### src/rtl/ccff_loader_pkg.sv
// ccff_loader_pkg: loader state encoding and sizing helper
package ccff_loader_pkg;
  typedef enum logic [1:0] {IDLE, LOAD, VERIFY, FINISH} state_t;
  function automatic int clog2(input int v);
    int r;
    r = 0;
    while ((1 << r) < v) r++;
    return r;
  endfunction
endpackage

### src/rtl/ccff_word_serializer.sv
// ccff_word_serializer: holds one bitstream word and presents it MSB first
module ccff_word_serializer import ccff_loader_pkg::*; #(
  parameter int WORD_W = 8
) (
  input  logic              prog_clk,
  input  logic              prog_reset,
  input  logic              en,
  input  logic              flush,
  input  logic [WORD_W-1:0] word_data,
  input  logic              word_valid,
  output logic              word_ready,
  output logic              shift_req,
  output logic              msb
);
  localparam int WC_W = clog2(WORD_W + 1);
  logic [WORD_W-1:0] sr;
  logic [WC_W-1:0]   wcnt;
  // flush refuses a word offered alongside an abort
  always_comb begin
    word_ready = en && !flush && wcnt == '0;
    shift_req  = en && wcnt != '0;
    msb        = sr[WORD_W-1];
  end
  always_ff @(posedge prog_clk or posedge prog_reset)
    if (prog_reset) begin
      sr   <= '0;
      wcnt <= '0;
    end else if (!en || flush) wcnt <= '0;
    else if (word_ready && word_valid) begin
      sr   <= word_data;
      wcnt <= WC_W'(WORD_W);
    end else if (shift_req) begin
      sr   <= sr << 1;
      wcnt <= wcnt - WC_W'(1);
    end
endmodule

### src/rtl/ccff_bitstream_loader.sv
// ccff_bitstream_loader: serialises bitstream words into a ccff chain, then
// recirculates the chain once and compares the count of 1s seen at the tail
module ccff_bitstream_loader import ccff_loader_pkg::*; #(
  parameter int WORD_W    = 8,
  parameter int CHAIN_LEN = 20,
  parameter int CNT_W     = clog2(CHAIN_LEN + 1)
) (
  input  logic              prog_clk,
  input  logic              prog_reset,
  input  logic              start,
  input  logic              abort,
  input  logic [WORD_W-1:0] word_data,
  input  logic              word_valid,
  output logic              word_ready,
  output logic              ccff_head,
  input  logic              ccff_tail,
  output logic              shift_en,
  output logic              busy,
  output logic              done,
  output logic              pass
);
  state_t state, state_n;
  logic [CNT_W-1:0] bcnt, hones, tones;
  logic shift_req, msb, last, flush;
  ccff_word_serializer #(.WORD_W(WORD_W)) u_ser (
    .prog_clk   (prog_clk),
    .prog_reset (prog_reset),
    .en         (state == LOAD),
    .flush      (flush),
    .word_data  (word_data),
    .word_valid (word_valid),
    .word_ready (word_ready),
    .shift_req  (shift_req),
    .msb        (msb)
  );
  always_ff @(posedge prog_clk or posedge prog_reset)
    if (prog_reset) state <= IDLE;
    else state <= state_n;
  always_comb begin
    state_n = IDLE;
    case (state)
      IDLE:    state_n = start && !abort ? LOAD : IDLE;
      LOAD:    state_n = abort ? IDLE : shift_en && last ? VERIFY : LOAD;
      VERIFY:  state_n = abort ? IDLE : last ? FINISH : VERIFY;
      default: state_n = IDLE;
    endcase
  end
  // in VERIFY the tail is fed straight back so one revolution preserves the chain
  always_comb begin
    busy      = state != IDLE;
    shift_en  = state == VERIFY || (state == LOAD && shift_req);
    ccff_head = state == VERIFY ? ccff_tail : state == LOAD ? msb : 1'b0;
    last      = bcnt == CNT_W'(1);
    flush     = abort || (shift_en && last);
  end
  always_ff @(posedge prog_clk or posedge prog_reset)
    if (prog_reset) begin
      bcnt  <= '0;
      hones <= '0;
      tones <= '0;
      done  <= 1'b0;
      pass  <= 1'b0;
    end else if (state == IDLE && start && !abort) begin
      bcnt  <= CNT_W'(CHAIN_LEN);
      hones <= '0;
      tones <= '0;
      done  <= 1'b0;
      pass  <= 1'b0;
    end else if ((state == LOAD || state == VERIFY) && abort) begin
      done <= 1'b0;
      pass <= 1'b0;
    end else if (shift_en) begin
      bcnt  <= state == LOAD && last ? CNT_W'(CHAIN_LEN) : bcnt - CNT_W'(1);
      hones <= hones + CNT_W'(state == LOAD && ccff_head);
      tones <= tones + CNT_W'(state == VERIFY && ccff_tail);
    end else if (state == FINISH) begin
      pass <= hones == tones;
      done <= 1'b1;
    end
endmodule

### config.mk
export PLATFORM = sky130hd
export DESIGN_NAME = ccff_bitstream_loader
export DESIGN_NICKNAME = d
export VERILOG_FILES = /design/src/rtl/ccff_loader_pkg.sv /design/src/rtl/ccff_word_serializer.sv /design/src/rtl/ccff_bitstream_loader.sv
export SDC_FILE = /design/constraint.sdc
export NUM_CORES = 1
export LEC_CHECK = 0
export CORE_ASPECT_RATIO = 1.2
export CORE_MARGIN = 2
export CORE_UTILIZATION = 50
export DETAILED_ROUTE_END_ITERATION = 7
export DONT_BUFFER_PORTS = 1
export PLACE_DENSITY = 0.68
export SLEW_MARGIN = 20
export SYNTH_ARGS = -nofsm -noshare
export SYNTH_HDL_FRONTEND = slang
export SYNTH_SLANG_ARGS = --single-unit
export TNS_END_PERCENT = 5
### constraint.sdc
create_clock -name prog_clk -period 2.2 [get_ports prog_clk]
set_input_delay 0.44 -clock prog_clk [delete_from_list [all_inputs] [get_ports prog_clk]]
set_output_delay 0.44 -clock prog_clk [all_outputs]
set_load 0.005 [all_outputs]
**After elaboration in Yosys (flattened, before gate mapping)**

Index checks and enable logic that the tools add are counted.

- Register bits: 31

- Reductions and logical operators: 31
- Add/subtract/negate cells: 4
- Muxes and demuxes: 31
- Bitwise logic cells: 1
- Equal/unequal tests: 7

Operators with widths:

| cell | count |
|---|---|
| $mux W5 | 10 |
| $mux W8 | 2 |
| $logic_and A1 B1 Y1 | 13 |
| $mux W1 | 12 |
| $mux W4 | 3 |
| $add A5 B1 Y5 | 2 |
| $mux W2 | 3 |
| $pmux W2 S3 | 1 |
| $reduce_and A2 Y1 | 3 |
| $reduce_bool A2 Y1 | 3 |
| $reduce_bool A3 Y1 | 2 |
| $eq A5 B1 Y1 const B | 1 |
| $eq A5 B5 Y1 | 1 |
| $sub A5 B1 Y5 const B | 1 |
| $eq A2 B2 Y1 const B | 2 |
| $logic_not A4 Y1 | 1 |
| $logic_or A1 B1 Y1 | 4 |
| $reduce_bool A4 Y1 | 1 |
| $sub A4 B1 Y4 const B | 1 |
| $logic_not A1 Y1 | 3 |
| $ne A3 B1 Y1 const B | 1 |
| $eq A2 B1 Y1 const B | 1 |
| $logic_not A2 Y1 | 1 |
| $ne A2 B2 Y1 const B | 1 |
| $not A1 Y1 | 1 |

**Depth between registers and ports, before layout**

Gate-level depths: netlist (run 1).

- Word-level depth: 12
- Mapped depth: 12
- Gate-level depth less buffers: 11

**By module**

From an unflattened synthesis (run 1), not the netlist that was laid out.

- Cell total of the unflattened synthesis: 177
- Area total of the unflattened synthesis: 1,767.9 um^2

Modules (own cells, without submodules):

| module | cells an instance | instances | area each (um^2) |
|---|---|---|---|
| ccff_bitstream_loader | 120 | 1 | 1,158.6 |
| ccff_word_serializer | 57 | 1 | 609.3 |

**Worst setup path before layout (run 1)**

OpenSTA, ideal clock, no wires.

- Path kind: flip-flop to flip-flop
- From: register state[1]
- To: register hones[4]
- Path buffers: 1
- Data required time: 2,075 ps
- Setup time: 125 ps
- Path slack: 41 ps
- Arrival: 2,034 ps
- Stages on the path, launching flop included: 13
- Cell sequence: dfrtp_1 -> inv_1 -> ha_1 -> clkbuf_1 -> nand2_1 -> o21bai_1 -> and2_1 -> ha_1 -> ha_1 -> nand3_1 -> nor4_1 -> xnor2_1 -> nor2_1

- Cells in the longest elaborated chain, start to end: 8
- Elaborated cells on any way between the ends: 20

Ends and longest elaborated chain:

| item | RTL line | text |
|---|---|---|
| start, declared | ccff_bitstream_loader.sv:22 | `state_t state, state_n;` |
| start signal, assigned | ccff_bitstream_loader.sv:38 | `else state <= state_n;` |
| $eq A2 B1 Y1 | ccff_bitstream_loader.sv:52 | `ccff_head = state == VERIFY ? ccff_tail : state == LOAD ? msb : 1'b0;` |
| $mux W1 | ccff_bitstream_loader.sv:52 |  |
| $mux W1 * | ccff_bitstream_loader.sv:52 |  |
| net ccff_head | ccff_bitstream_loader.sv:15 | `output logic ccff_head,` |
| $logic_and A1 B1 Y1 * | ccff_bitstream_loader.sv:74 | `hones <= hones + CNT_W'(state == LOAD && ccff_head);` |
| $add A5 B1 Y5 * | ccff_bitstream_loader.sv:74 |  |
| $mux W5 * | ccff_bitstream_loader.sv:72 | `end else if (shift_en) begin` |
| $mux W5 * | ccff_bitstream_loader.sv:69 | `end else if ((state == LOAD \|\| state == VERIFY) && abort) begin` |
| $mux W5 * | ccff_bitstream_loader.sv:63 | `end else if (state == IDLE && start && !abort) begin` |
| end signal, assigned | ccff_bitstream_loader.sv:74 |  |
| end, declared | ccff_bitstream_loader.sv:23 | `logic [CNT_W-1:0] bcnt, hones, tones;` |

Mark *: on every way through the listed nets, which the timed path passes. The rest lies on a longest branch. The select of a mux whose other input is x is not followed.
A chain may end at the register's enable or synchronous reset.

**Worst setup path after layout (run 1)**

- From: register state[1]
- To: register hones[4]

- Cells in the longest elaborated chain, start to end: 8
- Elaborated cells on any way between the ends: 20

Ends and longest elaborated chain:

| item | RTL line |
|---|---|
| $eq A2 B1 Y1 | -- |
| $mux W1 (2 in a row) | ccff_bitstream_loader.sv:52 |
| $logic_and A1 B1 Y1 | ccff_bitstream_loader.sv:74 |
| $add A5 B1 Y5 | ccff_bitstream_loader.sv:74 |
| $mux W5 | ccff_bitstream_loader.sv:72 |
| $mux W5 | ccff_bitstream_loader.sv:69 |
| $mux W5 | ccff_bitstream_loader.sv:63 |

Several ways; a longest one is shown, not always the timed one. The select of a mux whose other input is x is not followed.

==> results_dict.tcl, run 1 <==
set metrics [dict create \
    netlist_instances 181 \
    cp-end-kind "flop" \
    synth_cell_types 49 \
    htreeDepth 2 \
    cp_cell_sequence "inv_1 -> ha_2 -> nand2_1 -> o21bai_4 -> and2_1 -> ha_2 -> ha_1 -> nand3_1 -> nor4_2 -> xnor2_1 -> nor2_1" \
    wl_per_cell_um 17.6 \
    cp_data_arrival_time_ps 2320 \
    wl_um 4150 \
    cpPeakStageDelay_ps 420 \
    drc 0 \
    synth_ff_type "dfrtp_1" \
    cts_buffers 5 \
    fmax_mhz 469 \
    leakage_nw 0.934 \
    layout_commonest_cell "dfrtp_1" \
    dp_hpwl_um 2970 \
    fin_crit_sh_pct 97.0 \
    final_cell_count_no_fill 236 \
    grt_pass1_vias 1559 \
    rows 24 \
    port_buffers 0 \
    vias_per_cell 6.06 \
    hold_viol 0 \
    place_inst 223 \
    grt-ovfl-total 0 \
    setup_tns_ps 0 \
    die_y_um 71.1 \
    synthArstFlopShare_pct 100 \
    core_area_um2 3600 \
    clock_latency_ps 290 \
    skew_ps 4.59 \
    syn_area_per_cell_um2 10.4 \
    rrSetupSlack_ps 70 \
    ir_drop_mv 0.611 \
    layout_min_cycle_time_ps 2130 \
    crit_path_max_fanout 3 \
    crit_family "simple AND/OR/NAND/NOR gates" \
    worst_path_max_delay_cell "dfrtp_1" \
    synthesis.nets 207 \
    grt_usage_pct 21.9 \
    cpMostUsedCell "ha_2" \
    hold_buffers 0 \
    synth_top_area_cell "dfrtp_1" \
    antenna_cells 0 \
    syn_area_um2 1880 \
    ys_seq_elements 31 \
    final_layout_size_suffix_gt1_share_pct 25.9 \
    fillers 318 \
    ios 20 \
    vias 1430 \
    relSlewSlack_pct 63.1 \
    min_path_type "input pin to asynchronous set/reset pin" \
    cts.clk_slew.worst_paths_ps 70 \
    required_ps 2380 \
    postPlaceCellArea_um2 1950 \
    place.gp.congestion 0.843 \
    die_area_um2 4260 \
    synth_warnings 0 \
    clock_sinks 31 \
    firstDrtPassIters 4 \
    worstReg2RegStart "state[1]" \
    status "complete, no violations" \
    syn2layout_area_growth_pct 14.6 \
    crit_buf_inv 1 \
    grt_max_degree 32 \
    grt_pass1_wl_um 6970 \
    cts_root_buffer "clkbuf_8" \
    die_width_um 59.9 \
    worst_pin_slew_ps 549 \
    grt_antenna_before_repair 0 \
    path_class "flop to flop" \
    netlist_top_cells_area "dfrtp_1, ha_1, mux2i_1" \
    mostFrequentLayoutCells "dfrtp_1, nor2_1, buf_4, nand2_1, inv_1" \
    seq_area_frac_synth_pct 41.3 \
    dr.first_iter.drc_count 69 \
    synth_edf_count 0 \
    setup_viol 0 \
    final_area_um2 2150 \
    ff2ff_path_depth 11 \
    ant_nets 0 \
    startpoint_type "flop" \
    r2r_end "hones[4]" \
    rsz0062_at_grt "yes" \
    cts_tree "done" \
    register_area_um2 776 \
    cellPowerDensity_nw_per_um2 765 \
    maxCapViolCount 0 \
    synth_top_area_share_pct 41.3 \
    fin_nets 222 \
    start_util_pct 52.1 \
    cts_buffer_depth 2 \
    fin_util_pct 59.7 \
    slew_violations 0 \
    multi_input_comb_area_um2 1080 \
]
-- metal layers --
layer	share of wire (%)	wire length [µm]	global-route usage [%]	vias to the layer above
li1	-	-	-	672
met1	40	1640	24.2	713
met2	54	2260	38.3	33
met3	3.0	125	5.12	12
met4	2.9	121	10.4	0
met5	0	0	0	-
-- sequential cells by signal, indices dropped and copies added (netlist names) --
name,count
bcnt,5
done,1
hones,5
pass,1
state,2
tones,5
u_ser.sr,8
u_ser.wcnt,4
-- synthesized netlist by cell type, types with 2 or more instances --
library cell and number:
a21oi_1 4, a21oi_2 7, a22o_1 4, a31oi_1 3, and2_1 3, buf_2 2, buf_6 2, dfrtp_1 31
ha_1 12, inv_1 11, mux2i_1 8, nand2_1 11, nand3_1 7, nand3b_1 3, nand4_1 3, nor2_1 17
nor3_1 3, nor3b_1 2, nor4_1 3, o21ai_0 5, or3_1 2, xnor2_1 6, xor2_1 6
-- how the worst max path moves through the flow --
stage,cells past startpoint,slack (ps),from,end
after floorplan,12,40,state[1],hones[4]
after global placement,11,160,state[0],hones[4]
after detailed placement,11,60,state[0],hones[4]
after CTS,5,-3,bcnt[1],word_ready
after global routing,11,-40,state[1],hones[4]
final,11,70,state[1],hones[4]
-- worst register-to-register path, stage by stage, from the launching register on --
cell and delay, ps:
dfrtp_1 420, inv_1 100, ha_2 190, nand2_1 90
o21bai_4 120, and2_1 140, ha_2 170, ha_1 150
nand3_1 100, nor4_2 330, xnor2_1 160, nor2_1 50
-- cells by family (layout without fill, tap and decap cells) --
logic type               Yosys count  count (layout)  synth area share, %
flip-flops                        31              31                 41.3
adder cells (fa/ha/maj)           12              12                 8.00
XOR/XNOR                          12              12                 5.60
AND/OR/NAND/NOR                   66              66                 21.2
multiplexers                       8               8                 4.27
buffers and inverters             17              33                 4.53
AO/OA/AOI/OAI                     35              35                 15.1
-- area by class of cell --
type / instances / area share, %
inverter: 11 / 1.92
timing repair buffer: 14 / 5.06
clock buffer: 8 / 4.65
multi-input combinational: 133 / 50.0
tap: 39 / 2.27
sequential: 31 / 36.1
-- through the flow --
stage               total power (W)  hold WS [ps]  setup WS (ps)
detailed placement          0.00111           438           61.1
finish                      0.00165           113           65.8
floorplan                   0.00102           488           40.5
global route                0.00174           144          -42.9
CTS                         0.00164           118          -3.41
global placement            0.00109           432            163
-- where the power goes --
group / internal, W / switching, W
registers: 0.000660 / 0.0000688
clock network: 0.000285 / 0.000215
logic: 0.000189 / 0.000227
total: 0.00113 / 0.000511
-- timing repair --
action	in CTS	in global routing
pin swaps	2	4
setup buffers	4	1
endpoints found under the setup margin	1	9
hold endpoints to repair	0	0
gates cloned	0	0
gates resized for setup	4	11
Note: power is estimated with default switching activity, not from simulation.
==> run 2, diff against run 1 <==
--- a/config.mk
+++ b/config.mk
@@ -5,6 +5,7 @@
 export SDC_FILE = /design/constraint.sdc
 export NUM_CORES = 1
 export LEC_CHECK = 0
+export ABC_AREA = 1
 export CORE_ASPECT_RATIO = 1.2
 export CORE_MARGIN = 2
 export CORE_UTILIZATION = 50
==> results_dict.tcl, run 2 <==
set metrics [dict create \
    fin_util_pct 56.5 \
    crit_path_max_fanout 5 \
    clock_sinks 31 \
    path_class "flop to output port" \
    min_path_type "input pin to asynchronous set/reset pin" \
    ys_seq_elements 31 \
    setup_viol 0 \
    largest_reg_flops 8 \
    grt_pass1_wl_um 6270 \
    worst_path_max_delay_cell "dfrtp_1" \
    slew_violations 0 \
    required_ps 1760 \
    cts_root_buffer "clkbuf_8" \
    yosysMostFrequentCell "nand2_1" \
    crit_buf_inv 3 \
    drc 0 \
    die_y_um 71.0 \
    fin_crit_sh_pct 95.1 \
    relSlewSlack_pct 73.7 \
    synth_cell_types 28 \
    seq_area_frac_synth_pct 41.4 \
    cts_buffer_depth 2 \
    layout_min_cycle_time_ps 2090 \
    core_area_um2 3600 \
    vias_per_cell 5.27 \
    cellPowerDensity_nw_per_um2 822 \
    place.gp.congestion 0.830 \
    htreeDepth 2 \
    final_cell_count_no_fill 282 \
    synth_top_area_share_pct 41.4 \
    cp-end-kind "output port" \
    vias 1485 \
    antenna_cells 0 \
    hold_viol 0 \
    grt-ovfl-total 0 \
    die_width_um 59.9 \
    port_buffers 0 \
    ff2ff_path_depth 10 \
    worstReg2RegStart "state[1]" \
    worst_pin_slew_ps 394 \
    dr.first_iter.drc_count 52 \
    synth_ff_type "dfrtp_1" \
    ir_drop_mv 0.491 \
    grt_antenna_before_repair 0 \
    netlist_instances 233 \
    cp_data_arrival_time_ps 1650 \
    cts_resized 0 \
    startpoint_type "flop" \
    place_inst 273 \
    dp_hpwl_um 2740 \
    ant_nets 0 \
    rows 24 \
    fin_nets 269 \
    synth_warnings 0 \
    grt_pass1_vias 1433 \
    netlist_top_cells_area "dfrtp_1, nand2_1, ha_1" \
    start_util_pct 52.0 \
    syn_area_um2 1870 \
    clock_latency_ps 280 \
    final_layout_size_suffix_gt1_share_pct 11.5 \
    mostFrequentLayoutCells "nand2_1, inv_1, dfrtp_1, nand3_1" \
    post-cts-setup-buffers 0 \
    layout_commonest_cell "nand2_1" \
    worst_hold_slack_ps 120 \
    synthArstFlopShare_pct 100 \
    grt_usage_pct 19.4 \
    maxCapViolCount 0 \
    cts_buffers 5 \
    largest-register "u_ser.sr" \
    leakage_nw 1.11 \
    firstDrtPassIters 4 \
    synth_commonest_cells "nand2_1, inv_1, dfrtp_1, nand3_1" \
    wl_per_cell_um 12.7 \
    skew_ps 5.16 \
    crit_cells 8 \
    cts_tree "done" \
    wl_um 3580 \
    synthesis.nets 259 \
    grt_max_degree 32 \
    crit_family "flip-flops" \
    critPathLaunch "state[1]" \
    status "complete, no violations" \
    die_area_um2 4250 \
    cts.clk_slew.worst_paths_ps 60 \
    power_w 0.00167 \
    synth_edf_count 0 \
    ios 20 \
    synth_top_area_cell "dfrtp_1" \
    cp_cell_sequence "inv_1 -> ha_1 -> buf_4 -> nand2_2 -> nand2_4 -> a21oi_4 -> inv_2 -> nor2_2" \
    cpPeakStageDelay_ps 380 \
    fmax_mhz 478 \
    syn2layout_area_growth_pct 8.62 \
    syn_area_per_cell_um2 8.04 \
    hold_buffers 0 \
]
==> run 2: report_power, final <==
| part | switching, W | internal [W] | total (W) |
|---|---|---|---|
| sequential | 0.0000813 | 0.000687 | 0.000768 |
| combinational | 0.000285 | 0.000174 | 0.000459 |
| clock | 0.000201 | 0.000245 | 0.000445 |
==> run 2: layer usage <==
| metal | global-route usage, % | routed length (µm) | vias up |
|---|---|---|---|
| met2 | 31.6 | 1770 | 33 |
| met3 | 6.03 | 159 | 7 |
| li1 | - | - | 764 |
| met1 | 23.5 | 1590 | 681 |
| met4 | 7.41 | 66 | 0 |
| met5 | 0 | 0 | - |
==> run 2: cells by family (layout without fill, tap and decap cells) <==
| kind of cell | Yosys count | after routing | synth area share [%] |
|---|---|---|---|
| AO/OA/AOI/OAI | 26 | 26 | 9.35 |
| XOR/XNOR | 10 | 10 | 4.68 |
| adder cells (fa/ha/maj) | 12 | 12 | 8.02 |
| buffers and inverters | 46 | 56 | 9.82 |
| flip-flops | 31 | 31 | 41.4 |
| AND/OR/NAND/NOR | 108 | 108 | 26.7 |
==> run 2: stage by stage <==
stage | area, µm² | TNS (ps) | worst slack (ps)
after detailed placement | 1930 | 0 | 206
after floorplan | 1870 | 0 | 339
final | 2030 | 0 | 109
after global routing | 2030 | -4.91 | -4.91
after CTS | 2020 | 0 | 102
after global placement | 1930 | 0 | 283
==> run 2: path summary, 6_finish.rpt <==
kind                                 endpoint  slack [ps]
worst min register to register    u_ser.sr[4]         480
worst min-delay path            u_ser.wcnt[1]         120
min in group prog_clk                state[1]         230
worst max-delay path               word_ready         110
max in group asynchronous             bcnt[1]        1790
worst max register to register       hones[4]         140
==> run 2: area by class of cell <==
type	count	area, µm²
Clock buffer	6	82.6
Clock inverter	1	5.00
Fill cell	354	1570
Inverter	43	164
Multi-Input combinational cell	156	913
Sequential cell	31	776
Tap cell	39	48.8
Timing Repair Buffer	6	45.0
